File: src/rtl/quiz_pkg.sv
// Shared encodings and widths for the quiz host console.
package quiz_pkg;

    localparam int unsigned PLAYER_W = 3;
    localparam int unsigned STATE_W  = 3;
    localparam int unsigned TIME_W   = 4;
    localparam int unsigned ROUND_W  = 5;

    // Buzzer strobes are active-low.
    localparam logic STROBE_ON  = 1'b0;
    localparam logic STROBE_OFF = 1'b1;

    typedef enum logic [STATE_W-1:0] {
        S_IDLE   = 3'd0,
        S_ARM    = 3'd1,
        S_BUZZ   = 3'd2,
        S_ANSWER = 3'd3,
        S_JUDGE  = 3'd4,
        S_CHECK  = 3'd5,
        S_OVER   = 3'd6
    } state_t;

endpackage

File: src/rtl/quiz_host_console_btn_edge_sync.sv
// Button conditioner: 2-FF synchronizer plus falling-edge (press) detector.
module btn_edge_sync (
    input  logic clk,
    input  logic reset,
    input  logic btn_n,
    output logic fall_c
);

    logic sync1;
    logic sync2;
    logic last;

    // Synchronize the raw button and keep one delayed copy for edge detection.
    always_ff @(posedge clk or negedge reset) begin
        if (!reset) begin
            sync1 <= 1'b1;
            sync2 <= 1'b1;
            last  <= 1'b1;
        end else begin
            sync1 <= btn_n;
            sync2 <= sync1;
            last  <= sync2;
        end
    end

    // One-cycle pulse when the synchronized button goes from released to pressed.
    always_comb fall_c = last & ~sync2;

endmodule

File: src/rtl/quiz_host_console.sv
// Host-side sequencer for the four-player quiz buzzer.
module quiz_host_console
    import quiz_pkg::*;
#(
    parameter int unsigned TICK_DIV    = 50_000_000,
    parameter int unsigned ANSWER_TIME = 10,
    parameter int unsigned MAX_ROUNDS  = 20
) (
    input  logic                clk,
    input  logic                reset,
    input  logic                host_go_n,
    input  logic                judge_ok_n,
    input  logic                judge_bad_n,
    input  logic [PLAYER_W-1:0] P,
    input  logic [PLAYER_W-1:0] winner,
    output logic                h,
    output logic                jt,
    output logic                jf,
    output logic [TIME_W-1:0]   time_left,
    output logic [ROUND_W-1:0]  round_cnt,
    output logic [STATE_W-1:0]  state_o,
    output logic                timeout,
    output logic                game_over
);

    localparam int unsigned         DIV_W       = (TICK_DIV > 1) ? $clog2(TICK_DIV) : 1;
    localparam logic [DIV_W-1:0]    DIV_LAST    = DIV_W'(TICK_DIV - 1);
    localparam logic [TIME_W-1:0]   TIME_LOAD   = TIME_W'(ANSWER_TIME);
    localparam logic [ROUND_W-1:0]  ROUND_LIMIT = ROUND_W'(MAX_ROUNDS);
    localparam logic [ROUND_W-1:0]  ROUND_SAT   = '1;

    logic go_ev;
    logic ok_ev;
    logic bad_ev;

    state_t             state;
    state_t             state_d;
    logic               check_second;
    logic               verdict_ok_d;
    logic               expired_d;
    logic               h_d;
    logic               jt_d;
    logic               jf_d;
    logic [DIV_W-1:0]   div;

    btn_edge_sync u_go  (.clk(clk), .reset(reset), .btn_n(host_go_n),   .fall_c(go_ev));
    btn_edge_sync u_ok  (.clk(clk), .reset(reset), .btn_n(judge_ok_n),  .fall_c(ok_ev));
    btn_edge_sync u_bad (.clk(clk), .reset(reset), .btn_n(judge_bad_n), .fall_c(bad_ev));

    // State register; CHECK is held for two cycles to let the winner code settle.
    always_ff @(posedge clk or negedge reset) begin
        if (!reset) begin
            state        <= S_IDLE;
            check_second <= 1'b0;
        end else begin
            state        <= state_d;
            check_second <= (state == S_CHECK) && !check_second;
        end
    end

    // Next-state decision; verdict priority in ANSWER is correct > wrong > expiry.
    always_comb begin
        state_d      = state;
        verdict_ok_d = 1'b0;
        expired_d    = 1'b0;
        case (state)
            S_IDLE:   if (go_ev) state_d = S_ARM;
            S_ARM:    state_d = S_BUZZ;
            S_BUZZ:   if (P != '0) state_d = S_ANSWER;
            S_ANSWER: begin
                if (ok_ev) begin
                    state_d      = S_JUDGE;
                    verdict_ok_d = 1'b1;
                end else if (bad_ev) begin
                    state_d = S_JUDGE;
                end else if (time_left == '0) begin
                    state_d   = S_JUDGE;
                    expired_d = 1'b1;
                end
            end
            S_JUDGE:  state_d = S_CHECK;
            S_CHECK:  begin
                if (check_second) begin
                    state_d = ((winner != '0) || (round_cnt == ROUND_LIMIT)) ? S_OVER : S_IDLE;
                end
            end
            S_OVER:   state_d = S_OVER;
            default:  state_d = S_IDLE;
        endcase
    end

    // Strobe values for the coming cycle; at most one is active at a time.
    always_comb begin
        h_d  = STROBE_OFF;
        jt_d = STROBE_OFF;
        jf_d = STROBE_OFF;
        if (state_d == S_ARM) h_d = STROBE_ON;
        if (state_d == S_JUDGE) begin
            if (verdict_ok_d) jt_d = STROBE_ON;
            else              jf_d = STROBE_ON;
        end
    end

    // Registered outputs, tick divider, countdown and round counter.
    always_ff @(posedge clk or negedge reset) begin
        if (!reset) begin
            h         <= STROBE_OFF;
            jt        <= STROBE_OFF;
            jf        <= STROBE_OFF;
            timeout   <= 1'b0;
            game_over <= 1'b0;
            time_left <= '0;
            round_cnt <= '0;
            div       <= '0;
        end else begin
            h         <= h_d;
            jt        <= jt_d;
            jf        <= jf_d;
            game_over <= (state_d == S_OVER);

            if (state_d == S_ARM)        timeout <= 1'b0;
            else if (state_d == S_JUDGE) timeout <= expired_d;

            if ((state == S_BUZZ) && (state_d == S_ANSWER)) begin
                time_left <= TIME_LOAD;
                div       <= '0;
            end else if (state == S_ANSWER) begin
                if (div == DIV_LAST) begin
                    div <= '0;
                    if (time_left != '0) time_left <= time_left - 1'b1;
                end else begin
                    div <= div + 1'b1;
                end
            end

            if ((state == S_JUDGE) && (round_cnt != ROUND_SAT)) round_cnt <= round_cnt + 1'b1;
        end
    end

    // Current state for display; driven straight from the state flops.
    always_comb state_o = state;

endmodule

File: config.mk
export PLATFORM = sky130hd
export DESIGN_NAME = quiz_host_console
export DESIGN_NICKNAME = d
export VERILOG_FILES = /design/src/rtl/quiz_pkg.sv /design/src/rtl/quiz_host_console_btn_edge_sync.sv /design/src/rtl/quiz_host_console.sv
export SDC_FILE = /design/constraint.sdc
export NUM_CORES = 1
export LEC_CHECK = 0
export CORE_MARGIN = 2
export CORE_UTILIZATION = 55
export CTS_CLUSTER_DIAMETER = 80
export DETAILED_ROUTE_END_ITERATION = 6
export GPL_TIMING_DRIVEN = 0
export PLACE_DENSITY = 0.8
export SLEW_MARGIN = 20
export SYNTH_ARGS = -nofsm -noshare
export SYNTH_HDL_FRONTEND = slang
export SYNTH_SLANG_ARGS = --single-unit
File: constraint.sdc
create_clock -name clk -period 2.15 [get_ports clk]
set_input_delay 0.43 -clock clk [delete_from_list [all_inputs] [get_ports clk]]
set_output_delay 0.43 -clock clk [all_outputs]
set_load 0.1 [all_outputs]
Yosys cells after proc, flatten, opt, wreduce, memory -nomap -nowiden --
Index checks and enable logic that the tools add are counted. W data, S select, Z words.
Word-level totals: register bits after elaboration 53, bits of input ports 11, output and inout bits 17, word-level logic and storage cells 84
Cells by class: add/sub/neg operators 3, equal/unequal tests 13, muxes and demuxes 28, bitwise gates (word level) 6, reduce and logical (&&, ||, !) cells 15
Operators by type and width (count):
- $mux W26 | 3
- $add A26 B1 Y26 const B | 1
- $eq A26 B26 Y1 const B | 1
- $mux W3 | 7
- $pmux W3 S7 | 1
- $mux W4 | 4
- $eq A3 B3 Y1 const B | 5
- $mux W1 | 13
- $eq A3 B2 Y1 const B | 3
- $reduce_bool A2 Y1 | 4
- $eq A3 B1 Y1 const B | 2
- $reduce_bool A3 Y1 | 2
- $add A5 B1 Y5 const B | 1
- $eq A5 B5 Y1 const B | 1
- $ne A5 B5 Y1 const B | 1
- $logic_not A4 Y1 | 1
- $reduce_bool A4 Y1 | 1
- $sub A4 B1 Y4 const B | 1
- $and A1 B1 Y1 | 3
- $logic_and A1 B1 Y1 | 3
- $logic_not A3 Y1 | 1
- $not A1 Y1 | 3
- $reduce_and A3 Y1 | 1
- $logic_not A1 Y1 | 1
- $logic_or A1 B1 Y1 | 1

Depth between registers and ports, before layout --
Gate-level depths: netlist of the first run.
depth in word-level cells 9, gate-level depth with buffers 8, mapped depth without buffers 7

Cells and area by module --
Synthesis of the first run repeated with hierarchy kept, for this count alone.
Second synthesis, totals: cell total of the unflattened synthesis 264, area total of the unflattened synthesis 2697.6 um^2
Modules (own cells, without submodules):
- quiz_host_console | instances 1, cells each 252, area an instance 2419.8 um^2, seq. area each 1104.8 um^2
- btn_edge_sync | instances 3, cells each 4, area an instance 92.6 um^2, seq. area each 78.8 um^2

Worst setup path before layout of the first run --
OpenSTA, ideal clock, no wires.
path kind flip-flop to flip-flop, from reg time_left[0], to reg time_left[2], library setup time 0.077 ns, data arrival time 2.443 ns, data required time 2.073 ns, slack -0.371 ns, stages on the path, launching flop included 8, path buffers 0, clock period less this slack 2.521 ns, cells stage by stage dfrtp_1 inv_1 ha_1 nor3b_1 nor4_1 nand3_2 or3_1 a21oi_1
Between the ends: word-level cells in the longest chain between the ends 9, elaborated cells on any way between the ends 17, those cells by class add/sub: 1; eq/ne: 1; mux: 8; reduce/logical: 7
Ends and longest elaborated chain:
- start: declaration | RTL line quiz_host_console.sv:19 | output logic [TIME_W-1:0] time_left,
- start signal: assignment | RTL line quiz_host_console.sv:130 | if (time_left != '0) time_left <= time_left - 1'b1;
- $logic_not A4 Y1 | RTL line quiz_host_console.sv:76 | end else if (time_left == '0) begin
- $mux W3 | RTL line quiz_host_console.sv:76
- $mux W3 | RTL line quiz_host_console.sv:74 | end else if (bad_ev) begin
- $mux W3 | RTL line quiz_host_console.sv:71 | if (ok_ev) begin
- $pmux W3 S7 | RTL line quiz_host_console.sv:66 | case (state)
- $eq A3 B2 Y1 | RTL line quiz_host_console.sv:124 | if ((state == S_BUZZ) && (state_d == S_ANSWER)) begin
- $logic_and A1 B1 Y1 | RTL line quiz_host_console.sv:124
- $reduce_bool A2 Y1 (no source line)
- $reduce_and A3 Y1 (no source line)
Parallel ways exist; a longest one is shown, timed or not. The select of a mux whose other input is x is not followed. A chain may end at the register's enable or synchronous reset.

Worst setup path in the final report of the first run --
from reg div[7], to reg div[3]
Between the ends: word-level cells in the longest chain between the ends 4
Ends and longest elaborated chain:
- start: declaration | RTL line quiz_host_console.sv:44 | logic [DIV_W-1:0] div;
- start signal: assignment | RTL line quiz_host_console.sv:132 | div <= div + 1'b1;
- $eq A26 B26 Y1 | RTL line quiz_host_console.sv:128 | if (div == DIV_LAST) begin
- $mux W26 | RTL line quiz_host_console.sv:128
- $mux W26 | RTL line quiz_host_console.sv:127 | end else if (state == S_ANSWER) begin
- $mux W26 | RTL line quiz_host_console.sv:124
Every way passes these cells. The select of a mux whose other input is x is not followed.

==> impl_metrics.tcl, run 1 <==
set metrics [dict create \
    avgRoutedWirePerCell_um 15.8 \
    setup_violations 2 \
    ys_warn_count 0 \
    clock_sinks 53 \
    nNetsFinal 319 \
    start_util_pct 56.6 \
    critPathArrivalTime_ns 2.36 \
    die_h_um 73.5 \
    ctsHoldBuffers 0 \
    area.growth.synth_to_final_pct 18.7 \
    hold_class "in -> async" \
    num_rows 25 \
    avgViaCountPerCell 5.97 \
    cts_tree "yes" \
    fp.coreArea_um2 4690 \
    fmax_mhz 463 \
    htreeDepth 2 \
    ff_latch_area_um2 1360 \
    worstPathRequired_ns 2.35 \
    antenna_left 0 \
    drc_errors 0 \
    synth-edff-count 0 \
    drt-total-wl_um 5640 \
    grt_max_degree 54 \
    tightest_slew_ns 0.969 \
    grt_pass1_vias 1952 \
    fin_crit_ns 2.16 \
    hold_viol_final 0 \
    vias 2130 \
    relSlewSlack_pct 35.7 \
    peakVddDrop_v 0.00108 \
    die-area_um2 5400 \
    synth-seq-cells 53 \
    clk_path_buf_depth 2 \
    gr-usage-met2_pct 34.7 \
    synth_async_sr_flop_share_pct 100 \
    netlist_instances 261 \
    layout_common_cells "32 x dfrtp_1, 24 x nor2_1, 20 x nand2_1, 16 x dlygate4sd2_1, 15 x nand3_1" \
    worstSkewPairLatency_ns 0.31 \
    syn_area_per_cell_um2 10.2 \
    drtIter0Drc 128 \
    max_stage_delay_ns 0.54 \
    utilization_pct 67.2 \
    setup_tns_ns -0.00963 \
    leakage_nw 1.30 \
    place_ws_ns -0.178 \
    timing.rr.end "div[3]" \
    worstPathMaxFanout 11 \
    rsz0062_at_grt "yes" \
    period_share_pct 100 \
    top_usage_layer "met2" \
    ios 28 \
    final_common_cell "dfrtp_1" \
    met1_usage_pct 31.5 \
    multi_input_area_um2 1250 \
    power_density_nw_per_um2 1190 \
    firstDrtPassIters 4 \
    drv_slew 0 \
    ys_seq_area_share_pct 50.5 \
    met3_usage_pct 5.49 \
    cp-start-kind "flop" \
    finalClockSkew_ns 0.0105 \
    path_buf_inv 1 \
    endpoint "div[3]" \
    fin_ws_ns -0.00943 \
    grt_overflow 0 \
    critPathTopFamily "simple AND/OR/NAND/NOR gates" \
    synth_nets 278 \
    r2r_start "div[7]" \
    gp_congestion 0.901 \
    yosysUniqueCellTypes 53 \
    port_buffers 27 \
    crit_chain "or4b_4 -> nor4_4 -> a31oi_4 -> buf_8 -> a21o_1 -> a22o_1" \
    drv_cap 0 \
    hpwlAfterDp_um 3970 \
    critPathLaunch "div[7]" \
    antenna_found_initial 0 \
    cp-end-kind "flop" \
    numCtsBuffers 5 \
    reg2regPathDepth 6 \
    clkTransAtPathRegs_ns 0.09 \
    critical_path_depth 6 \
    netlist_area_um2 2660 \
    crit_slowest_cell "or4b_4" \
    power_mw 3.75 \
    nFillCells 368 \
    drive_gt1_share_pct 19.8 \
    cts_root_buf "clkbuf_8" \
    status "finished with violations" \
    grt_usage_pct 22.5 \
    violations "setup timing" \
    synth-main-ff-cell "dfrtp_1" \
    grt_pass1_wl_um 9200 \
    r2r_setup_slack_ns -0.009 \
    die_w_um 73.5 \
    path_class "reg -> reg" \
    antennaDiodeCount 0 \
]
[area by class of cell]
class	instances	area share (%)
plain buffers	8	1.71
clock buffers	6	2.30
clock inverters	2	0.317
inverters	12	1.43
multi-input cells	189	39.8
flip-flops and latches	53	43.0
well taps	54	2.14
repair buffers	33	9.28
[registers in the layout, indices dropped and copies added, names as in the netlist, 3 cells and up]
signal / cells
div: 26
round_cnt: 5
state_o: 3
time_left: 4
[timing repair]
action	CTS	global route
pin swaps	0	5
endpoints found under the setup margin	20	26
buffers inserted	0	6
gates cloned	0	1
resized for setup	18	8
[how the worst min path moves through the flow]
stage / start / endpoint / slack [ns] / depth (start not counted)
after floorplan: reset / check_second / 0.13 / 0
after global placement: u_ok.sync1 / u_ok.sync2 / 0.35 / 0
after detailed placement: u_ok.sync1 / u_ok.sync2 / 0.35 / 0
after CTS: reset / state_o[1] / 0.16 / 1
after global routing: reset / state_o[1] / 0.19 / 1
final: reset / timeout / 0.13 / 1
[per-stage QoR]
| step | hold slack [ns] | instance area [µm²] | std cells |
|---|---|---|---|
| floorplan | 0.134 | 2680 | 261 |
| global placement | 0.346 | 3010 | 342 |
| detailed placement | 0.347 | 3010 | 342 |
| CTS | 0.164 | 3080 | 350 |
| global route | 0.190 | 3150 | 357 |
| finish | 0.135 | 3150 | 357 |
[power by group]
group          switching (mW)  total (mW)  internal (mW)
Combinational            1.21        1.72          0.504
Sequential              0.235        1.49           1.25
Clock                   0.318       0.545          0.226
Total                    1.77        3.75           1.98
[Yosys cell counts (2+ instances only)]
cell      number  area [µm²]
nor4_2         4        50.1
nor2_1        25        93.8
nor3_1         8        40.0
a211oi_1       2        15.0
buf_4          2        15.0
dfrtp_1       41        1030
nor3_2         2        20.0
nand4_1        7        43.8
a211o_1        2        17.5
o21ai_0       11        55.1
nor4_1         6        37.5
nand2_1       20        75.1
a21oi_1       11        55.1
dfstp_2       12         315
inv_1         12        45.0
a22o_1         6        52.6
nand2b_1       2        12.5
and3_1         5        31.3
nand3_1       15        75.1
buf_2          2        10.0
clkbuf_1       2        7.51
and4_1         4        35.0
a21o_1         5        37.5
and2_1         2        12.5
a31oi_1        2        12.5
or3_1          5        31.3
o22ai_1        3        18.8
xnor2_1       13         114
ha_1           6        75.1
[kinds of logic (layout without fill, tap and decap cells)]
family	count (synthesis)	after routing	synth area share [%]
buffers and inverters	20	61	3.53
multiplexers	3	3	1.22
AND/OR/NAND/NOR	118	119	25.7
AO/OA/AOI/OAI	47	47	11.6
XOR/XNOR	14	14	4.62
flip-flops	53	53	50.5
adder cells (fa/ha/maj)	6	6	2.83
[routing by layer]
metal | vias to the layer above | share of wire, %
met3 | 6 | 5.0
met1 | 1032 | 47
met2 | 60 | 47
met5 | - | 0
met4 | 0 | 1.1
li1 | 1032 | -
(Power assumes the default switching activity.)
==> run 2, diff against run 1 <==
--- a/config.mk
+++ b/config.mk
@@ -7,7 +7,6 @@
 export LEC_CHECK = 0
 export CORE_MARGIN = 2
 export CORE_UTILIZATION = 55
-export CTS_CLUSTER_DIAMETER = 80
 export DETAILED_ROUTE_END_ITERATION = 6
 export GPL_TIMING_DRIVEN = 0
 export PLACE_DENSITY = 0.8
==> results of run 2 <==
The final DEF is identical to that of run 1; final timing and power are the same.
